## src/rtl/rob.sv

```systemverilog
`default_nettype none
// ============================================================================
//  Module   : rob (with mips_core_pkg)
//  Purpose  : In-order-retire reorder buffer for the out-of-order MIPS core.
//             Optional same-cycle complete-to-commit forwarding at the head
//             is enabled by defining ROB_COMPLETE_BYPASS_EN.
//  Revision : 1.0 - initial release
// ============================================================================

package mips_core_pkg;

    typedef struct packed {
        logic [2:0]  inst_type;
        logic [5:0]  reg_dest;
        logic        jump_reg;
        logic [31:0] mem_dest;
        logic [31:0] value;
        logic        ready;
    } rob_entry;

endpackage

module rob
    import mips_core_pkg::*;
#(
    parameter int DEPTH = 8,
    parameter int TAG_W = $clog2(DEPTH)
) (
    input  logic                        clk,
    input  logic                        rst,
    input  logic                        flush,
    input  logic                        alloc_valid,
    output logic                        alloc_ready,
    input  logic [2:0]                  alloc_inst_type,
    input  logic [5:0]                  alloc_reg_dest,
    input  logic                        alloc_jump_reg,
    output logic [TAG_W-1:0]            alloc_tag,
    input  logic                        complete_valid,
    input  logic [TAG_W-1:0]            complete_tag,
    input  logic [31:0]                 complete_value,
    input  logic [31:0]                 complete_mem_dest,
    output logic                        commit_valid,
    input  logic                        commit_ready,
    output logic [$bits(rob_entry)-1:0] commit_entry,
    output logic [TAG_W:0]              count
);

    localparam logic [TAG_W:0] C_FULL_COUNT = (TAG_W+1)'(DEPTH);

    rob_entry             entries_q [DEPTH];
    rob_entry             entries_d [DEPTH];
    logic [DEPTH-1:0]     occupied_q, occupied_d;
    logic [TAG_W-1:0]     head_q, head_d;
    logic [TAG_W-1:0]     tail_q, tail_d;
    logic [TAG_W:0]       count_q, count_d;

    logic                 w_alloc_fire;
    logic                 w_complete_fire;
    logic                 w_commit_fire;
    logic                 w_bypass_hit;
    rob_entry             w_head_entry;

`ifdef ROB_COMPLETE_BYPASS_EN
    assign w_bypass_hit = complete_valid && (complete_tag == head_q) && occupied_q[head_q];
`else
    assign w_bypass_hit = 1'b0;
`endif

    always_comb begin
        w_head_entry = entries_q[head_q];
        if (w_bypass_hit) begin
            w_head_entry.value    = complete_value;
            w_head_entry.mem_dest = complete_mem_dest;
            w_head_entry.ready    = 1'b1;
        end
    end

    // alloc_ready looks only at registered occupancy, never at a same-cycle commit
    assign alloc_ready  = (count_q != C_FULL_COUNT);
    assign alloc_tag    = tail_q;
    assign commit_valid = occupied_q[head_q] && w_head_entry.ready;
    assign commit_entry = w_head_entry;
    assign count        = count_q;

    assign w_alloc_fire    = alloc_valid && alloc_ready;
    assign w_complete_fire = complete_valid && occupied_q[complete_tag];
    assign w_commit_fire   = commit_valid && commit_ready;

    always_comb begin
        entries_d  = entries_q;
        occupied_d = occupied_q;
        head_d     = head_q;
        tail_d     = tail_q;
        count_d    = count_q;

        if (flush) begin
            entries_d  = '{default: '0};
            occupied_d = '0;
            head_d     = '0;
            tail_d     = '0;
            count_d    = '0;
        end else begin
            // A forwarded head completion that retires this cycle needs no write-back
            if (w_complete_fire && !(w_bypass_hit && w_commit_fire)) begin
                entries_d[complete_tag].value    = complete_value;
                entries_d[complete_tag].mem_dest = complete_mem_dest;
                entries_d[complete_tag].ready    = 1'b1;
            end

            if (w_alloc_fire) begin
                entries_d[tail_q].inst_type = alloc_inst_type;
                entries_d[tail_q].reg_dest  = alloc_reg_dest;
                entries_d[tail_q].jump_reg  = alloc_jump_reg;
                entries_d[tail_q].mem_dest  = '0;
                entries_d[tail_q].value     = '0;
                entries_d[tail_q].ready     = 1'b0;
                occupied_d[tail_q]          = 1'b1;
                tail_d                      = tail_q + 1'b1;
            end

            if (w_commit_fire) begin
                occupied_d[head_q] = 1'b0;
                head_d             = head_q + 1'b1;
            end

            case ({w_alloc_fire, w_commit_fire})
                2'b10:   count_d = count_q + 1'b1;
                2'b01:   count_d = count_q - 1'b1;
                default: count_d = count_q;
            endcase
        end
    end

    always_ff @(posedge clk) begin
        if (rst) begin
            entries_q  <= '{default: '0};
            occupied_q <= '0;
            head_q     <= '0;
            tail_q     <= '0;
            count_q    <= '0;
        end else begin
            entries_q  <= entries_d;
            occupied_q <= occupied_d;
            head_q     <= head_d;
            tail_q     <= tail_d;
            count_q    <= count_d;
        end
    end

endmodule

`default_nettype wire

```

## config.mk

```make
export PLATFORM = sky130hd
export DESIGN_NAME = rob
export DESIGN_NICKNAME = d
export VERILOG_FILES = /design/src/rtl/rob.sv
export SDC_FILE = /design/constraint.sdc
export NUM_CORES = 2
export LEC_CHECK = 0
export ABC_AREA = 0
export CAP_MARGIN = 30
export CORE_ASPECT_RATIO = 1.2
export CORE_UTILIZATION = 55
export DETAILED_ROUTE_END_ITERATION = 6
export DONT_BUFFER_PORTS = 1
export PLACE_DENSITY = 0.67
export SETUP_SLACK_MARGIN = 0.5
export SLEW_MARGIN = 15
export SYNTH_ARGS = -nofsm -noshare
export SYNTH_HDL_FRONTEND = slang
export SYNTH_SLANG_ARGS = --single-unit
```

## constraint.sdc

```tcl
create_clock -name clk -period 5.5 [get_ports clk]
set_input_delay 1.1 -clock clk [delete_from_list [all_inputs] [get_ports clk]]
set_output_delay 1.1 -clock clk [all_outputs]
set_load 0.05 [all_outputs]
```

After elaboration in Yosys (flattened, before gate mapping)
Index checks and enable logic that the tools add are counted.
Widths: inputs -> output; s select.
{"block": "classes", "reduce_logical": 10, "bitwise": 6, "n_eq_ne": 3, "n_lt_le_gt_ge": 10, "mux": 45, "add_sub_neg": 4}
{"operator": "$bwmux 600", "n": 9}
{"operator": "$demux 75 s3", "n": 9}
{"operator": "$mux 600", "n": 3}
{"operator": "$bmux 75 s3", "n": 1}
{"operator": "$mux 75", "n": 3}
{"operator": "$mux 65", "n": 2}
{"operator": "$mux 72", "n": 1}
{"operator": "$mux 33", "n": 2}
{"operator": "$mux 66", "n": 1}
{"operator": "$mux 8", "n": 3}
{"operator": "$ge 4x4->1 const B", "n": 3}
{"operator": "$lt 3x4->1 const B", "n": 3}
{"operator": "$not 3->4", "n": 3}
{"operator": "$and 8x8->8", "n": 1}
{"operator": "$logic_and 1x1->1", "n": 8}
{"operator": "$lt 4x1->1 const B", "n": 2}
{"operator": "$not 8->8", "n": 1}
{"operator": "$or 8x8->8", "n": 1}
{"operator": "$pmux 4 s2", "n": 1}
{"operator": "$add 3x1->3 const B", "n": 2}
{"operator": "$bmux 1 s3", "n": 2}
{"operator": "$demux 1 s3", "n": 2}
{"operator": "$ge 3x1->1 const B", "n": 2}
{"operator": "$mux 1", "n": 6}
{"operator": "7 further kinds", "n": 7}
{"block": "totals", "output_inout_bits": 84, "ff_bits": 618, "elab_cells": 130}

Longest topological paths before layout
{"block": "logic_depth", "word_depth": 17, "mapped_depth": 13}

Worst setup path before layout
OpenSTA, ideal clock, no wires.
{"block": "synth_timing", "path_type": "reg-to-reg", "start": "reg head_q[0]", "end": "reg count_q[2] (netlist: count[2])", "slack_ps": 2371, "path_stages_with_launch": 14, "required_ps": 5430, "path_buffers": 1, "arrival_ps": 3059, "synth_period_minus_slack_ps": 3129, "path_cell_list": "dfxtp_1 buf_6 mux4_2 mux2_2 a21boi_4 nand2_1 inv_1 ha_1 xor2_1 ha_1 a21oi_1 xor2_1 or3_1 a21oi_1"}
{"block": "synth_between", "elab_chain_cells": 8, "word_cells_on_any_way": 12}
{"item": "from (decl)", "line_no": "53", "rtl": "logic [TAG_W-1:0] head_q, head_d;"}
{"item": "from (signal assigned)", "line_no": "138", "rtl": "head_q <= '0;"}
{"item": "from (signal assigned)", "line_no": "144", "rtl": "head_q <= head_d;"}
{"item": "$not 3->4 (implied by the code) *", "line_no": "70", "rtl": "w_head_entry = entries_q[head_q];"}
{"item": "$bmux 75 s3 *", "line_no": "70"}
{"item": "$mux 75 (implied by the code) * (2 in series)", "line_no": "70"}
{"item": "net commit_entry[0]", "line_no": "44", "rtl": "output logic [$bits(rob_entry)-1:0] commit_entry,"}
{"item": "$logic_and 1x1->1 *", "line_no": "81", "rtl": "assign commit_valid = occupied_q[head_q] && w_head_entry.ready;"}
{"item": "net commit_valid", "line_no": "42", "rtl": "output logic commit_valid,"}
{"item": "$logic_and 1x1->1 *", "line_no": "87", "rtl": "assign w_commit_fire = commit_valid && commit_ready;"}
{"item": "$eq 2x1->1 / $eq 2x2->1 (equally long branches)", "line_no": "126", "rtl": "case ({w_alloc_fire, w_commit_fire})"}
{"item": "$pmux 4 s2 / $reduce_bool 2->1 (equally long branches)"}
{"item": "to (signal assigned)", "line_no": "146", "rtl": "count_q <= count_d;"}
{"item": "to (decl)", "line_no": "55", "rtl": "logic [TAG_W:0] count_q, count_d;"}
Mark *: on every way through the listed nets, which the timed path passes. The rest lies on a longest branch. The select of a mux whose other input is x is not followed.
A chain may end at the register's enable or synchronous reset.

Worst setup path after layout
{"block": "layout_timing", "start": "reg head_q[0]", "end": "out commit_entry[37]"}
{"block": "layout_between", "elab_chain_cells": 4}
{"item": "$not 3->4 (implied by the code)", "line_no": "70"}
{"item": "$bmux 75 s3", "line_no": "70"}
{"item": "$mux 75 (implied by the code) (2 in series)", "line_no": "70"}
{"item": "to (decl)", "line_no": "44"}
Every way passes these cells. The select of a mux whose other input is x is not followed.

==> results.cfg <==
[outcome]
status = complete, no violations

[setup_path]
startpoint_type = flip-flop
ff2ff_setup_slack_ns = 1.54
worstPathArrival_ns = 3.12
cp.required_ns = 4.40
r2r_start = head_q[1]$_SDFFE_PP0N_
r2r-end = count[3]$_SDFFE_PP0P_
reg2reg_depth = 11
path_class = reg -> out
crit_fanout = 46
worst_setup_path_end_kind = primary output

[power]
p_per_area_nw_per_um2 = 313
p_leak_nw = 8.64
total_power_mw = 9.05
ir_drop_mv = 0.263

[detailed_routing]
wire_per_inst_um = 22.6
drt_iter0_drc = 1908
wl_met3_um = 7950
ant_nets = 0
wl_met1_um = 30900
drt-total-wl_um = 79500
route.detailed.drc = 0
vias = 21200
wl_met2_um = 38600
dr.pass1.iters = 5
topRoutingLayerUsed = met5
viasPerCell = 6.04

[min_path]
hold_path.class = reg -> reg
min_to = entries_q[422]$_SDFF_PP0_
whs_path_depth = 2
hp-start = entries_q[422]$_SDFF_PP0_

[clocking]
clk_path_buf_depth = 3
clock_latency_ns = 0.63
hold_buffers = 0
cts_tree = yes
post-cts-setup-buffers = 0
cts_resized = 0
numCtsBuffers = 60
h-tree-depth = 2
clk_pin_slew_ns = 0.06
cts.sinks = 618
cts_root_buffer = clkbuf_16

[placement]
place_hpwl_um = 43100
placed_cells = 3399
numPortBuffers = 0
gp_congestion = 0.778
dpl_cell_area_um2 = 26700

[synth]
ys_seq_area_frac = 0.460
synthTopCellsByCount = 1,161 x nand2_1, 618 x dfxtp_1, 466 x a21oi_1, 152 x mux4_2, 149 x clkbuf_1
synth-edff-count = 0
yosysTopAreaCell = dfxtp_1
synth_warnings = 0
synth_ff_type = dfxtp_1
async_reset_ff_frac = 0
synth_top_area_frac = 0.460
syn_avg_cell_area_um2 = 8.85
yosys-top-cells-area = dfxtp_1 46%, nand2_1 16%, mux4_2 13%
synth_fp_nets = 3125
netlist_area_um2 = 26900
ys_ff_latch = 618
synthCells = 3037
ys_types = 44
yosys.cell_count.top_type = nand2_1

[die]
dieWidth_um = 204
chipHeight_um = 244
boundaryPins = 167
start_util = 0.559
die_area_um2 = 49800
coreArea_um2 = 48100
rows = 88

[sta]
hold_viol = 0
finalClockSkew_ns = 0.0207
slew_headroom = 0.285
max_clock_freq_mhz = 237
setup-tns-final_ns = 0
min_period_ns = 4.22
tightest_slew_ns = 1.07
setup_viol = 0
rsz0062_at_grt = no
slew_viol_final = 0
fin_crit_sh = 0.768

[finish]
diodes = 0
final_cells = 3518
syn_to_final_growth_pct = 7.66
finish.instance_area_um2 = 28900
drive_gt1_frac = 0.181
num-nets-final = 2927

[grt]
antenna_found_initial = 1
grtUsageTotal = 0.320
grt_pass1_vias = 21600
grt_max_degree = 108
overflow = 0
grt_pass1_wl_um = 123000

[job]
maxCapViolations = 0
[cell type report]
type                    instances  area [um2]
repair buffers                 49         588
multi-input cells            2109       13100
fillers                      4005       19200
flip-flops and latches        618       12400
clock inverters                19         312
clock buffers                  92        1780
well taps                     630         788
inverters                       1        3.75
[cell families after synthesis]
kind of cell	Yosys count	synth area share
XOR/XNOR	4	0.00130
multiplexers	250	0.167
flip-flops	618	0.460
AND/OR/NAND/NOR	1254	0.181
AO/OA/AOI/OAI	596	0.129
buffers and inverters	310	0.0582
adder cells (fa/ha/maj)	5	0.00233
[state kept, by name, indices dropped and copies added, names as in the netlist]
register,count
alloc_tag,3
count,4
entries_q,600
head_q,3
occupied_q,8
[critical path, cell delays in order, from the launching register on]
cell and delay, ns:
dfxtp_4 0.63, buf_4 0.78, mux4_2 0.62, mux2_2 0.41
[cells in the final DEF, fill, tap and decap left out, drive strengths merged, types with 2 or more instances in the layout]
master | netlist | final
a21oi | 578 | 578
bufinv | 0 | 8
mux2 | 75 | 75
or2 | 6 | 6
nor2 | 49 | 49
clkinv | 0 | 9
nor4bb | 2 | 2
nor2b | 2 | 2
mux2i | 23 | 23
nor3 | 2 | 2
and3b | 2 | 2
or3 | 4 | 4
clkbuf | 149 | 92
o221a | 8 | 8
ha | 5 | 5
nand3b | 5 | 5
xor2 | 3 | 3
and3 | 5 | 5
nand3 | 5 | 5
inv | 1 | 2
nand2 | 1161 | 1161
o21ai | 5 | 5
nand2b | 5 | 5
mux4 | 152 | 152
buf | 160 | 49
dfxtp | 618 | 618
[how the worst max path moves through the flow]
stage | to | from | slack, ns
2_1_floorplan | count[2]$_SDFFE_PP0P_ | head_q[0]$_SDFFE_PP0N_ | 2.37
3_3_place_gp | count[2]$_SDFFE_PP0P_ | head_q[1]$_SDFFE_PP0N_ | 1.67
3_5_place_dp | count[3]$_SDFFE_PP0P_ | head_q[1]$_SDFFE_PP0N_ | 1.61
4_1_cts | commit_entry[62] | head_q[0]$_SDFFE_PP0N_ | 1.13
5_1_grt | commit_entry[37] | head_q[0]$_SDFFE_PP0N_ | 1.13
6_report | commit_entry[37] | head_q[0]$_SDFFE_PP0N_ | 1.28
[per-stage QoR]
step	setup slack, ns	utilization	hold slack (ns)
6_report	1.28	0.601	0.452
3_5_place_dp	1.61	0.555	0.444
2_1_floorplan	2.37	-	0.431
4_1_cts	1.13	0.598	0.452
5_1_grt	1.13	0.601	0.467
3_3_place_gp	1.67	0.551	0.438
[metal layers]
metal,vias up,global-route usage
li1,9727,-
met1,10400,0.400
met2,958,0.535
met3,152,0.0810
met4,2,0.107
met5,-,0
[power by group]
| group | switching (mW) | internal, mW |
|---|---|---|
| Sequential | 0.00810 | 4.48 |
| Clock | 1.77 | 2.60 |
| Combinational | 0.151 | 0.0365 |
Power figures use the tool's default switching activity.
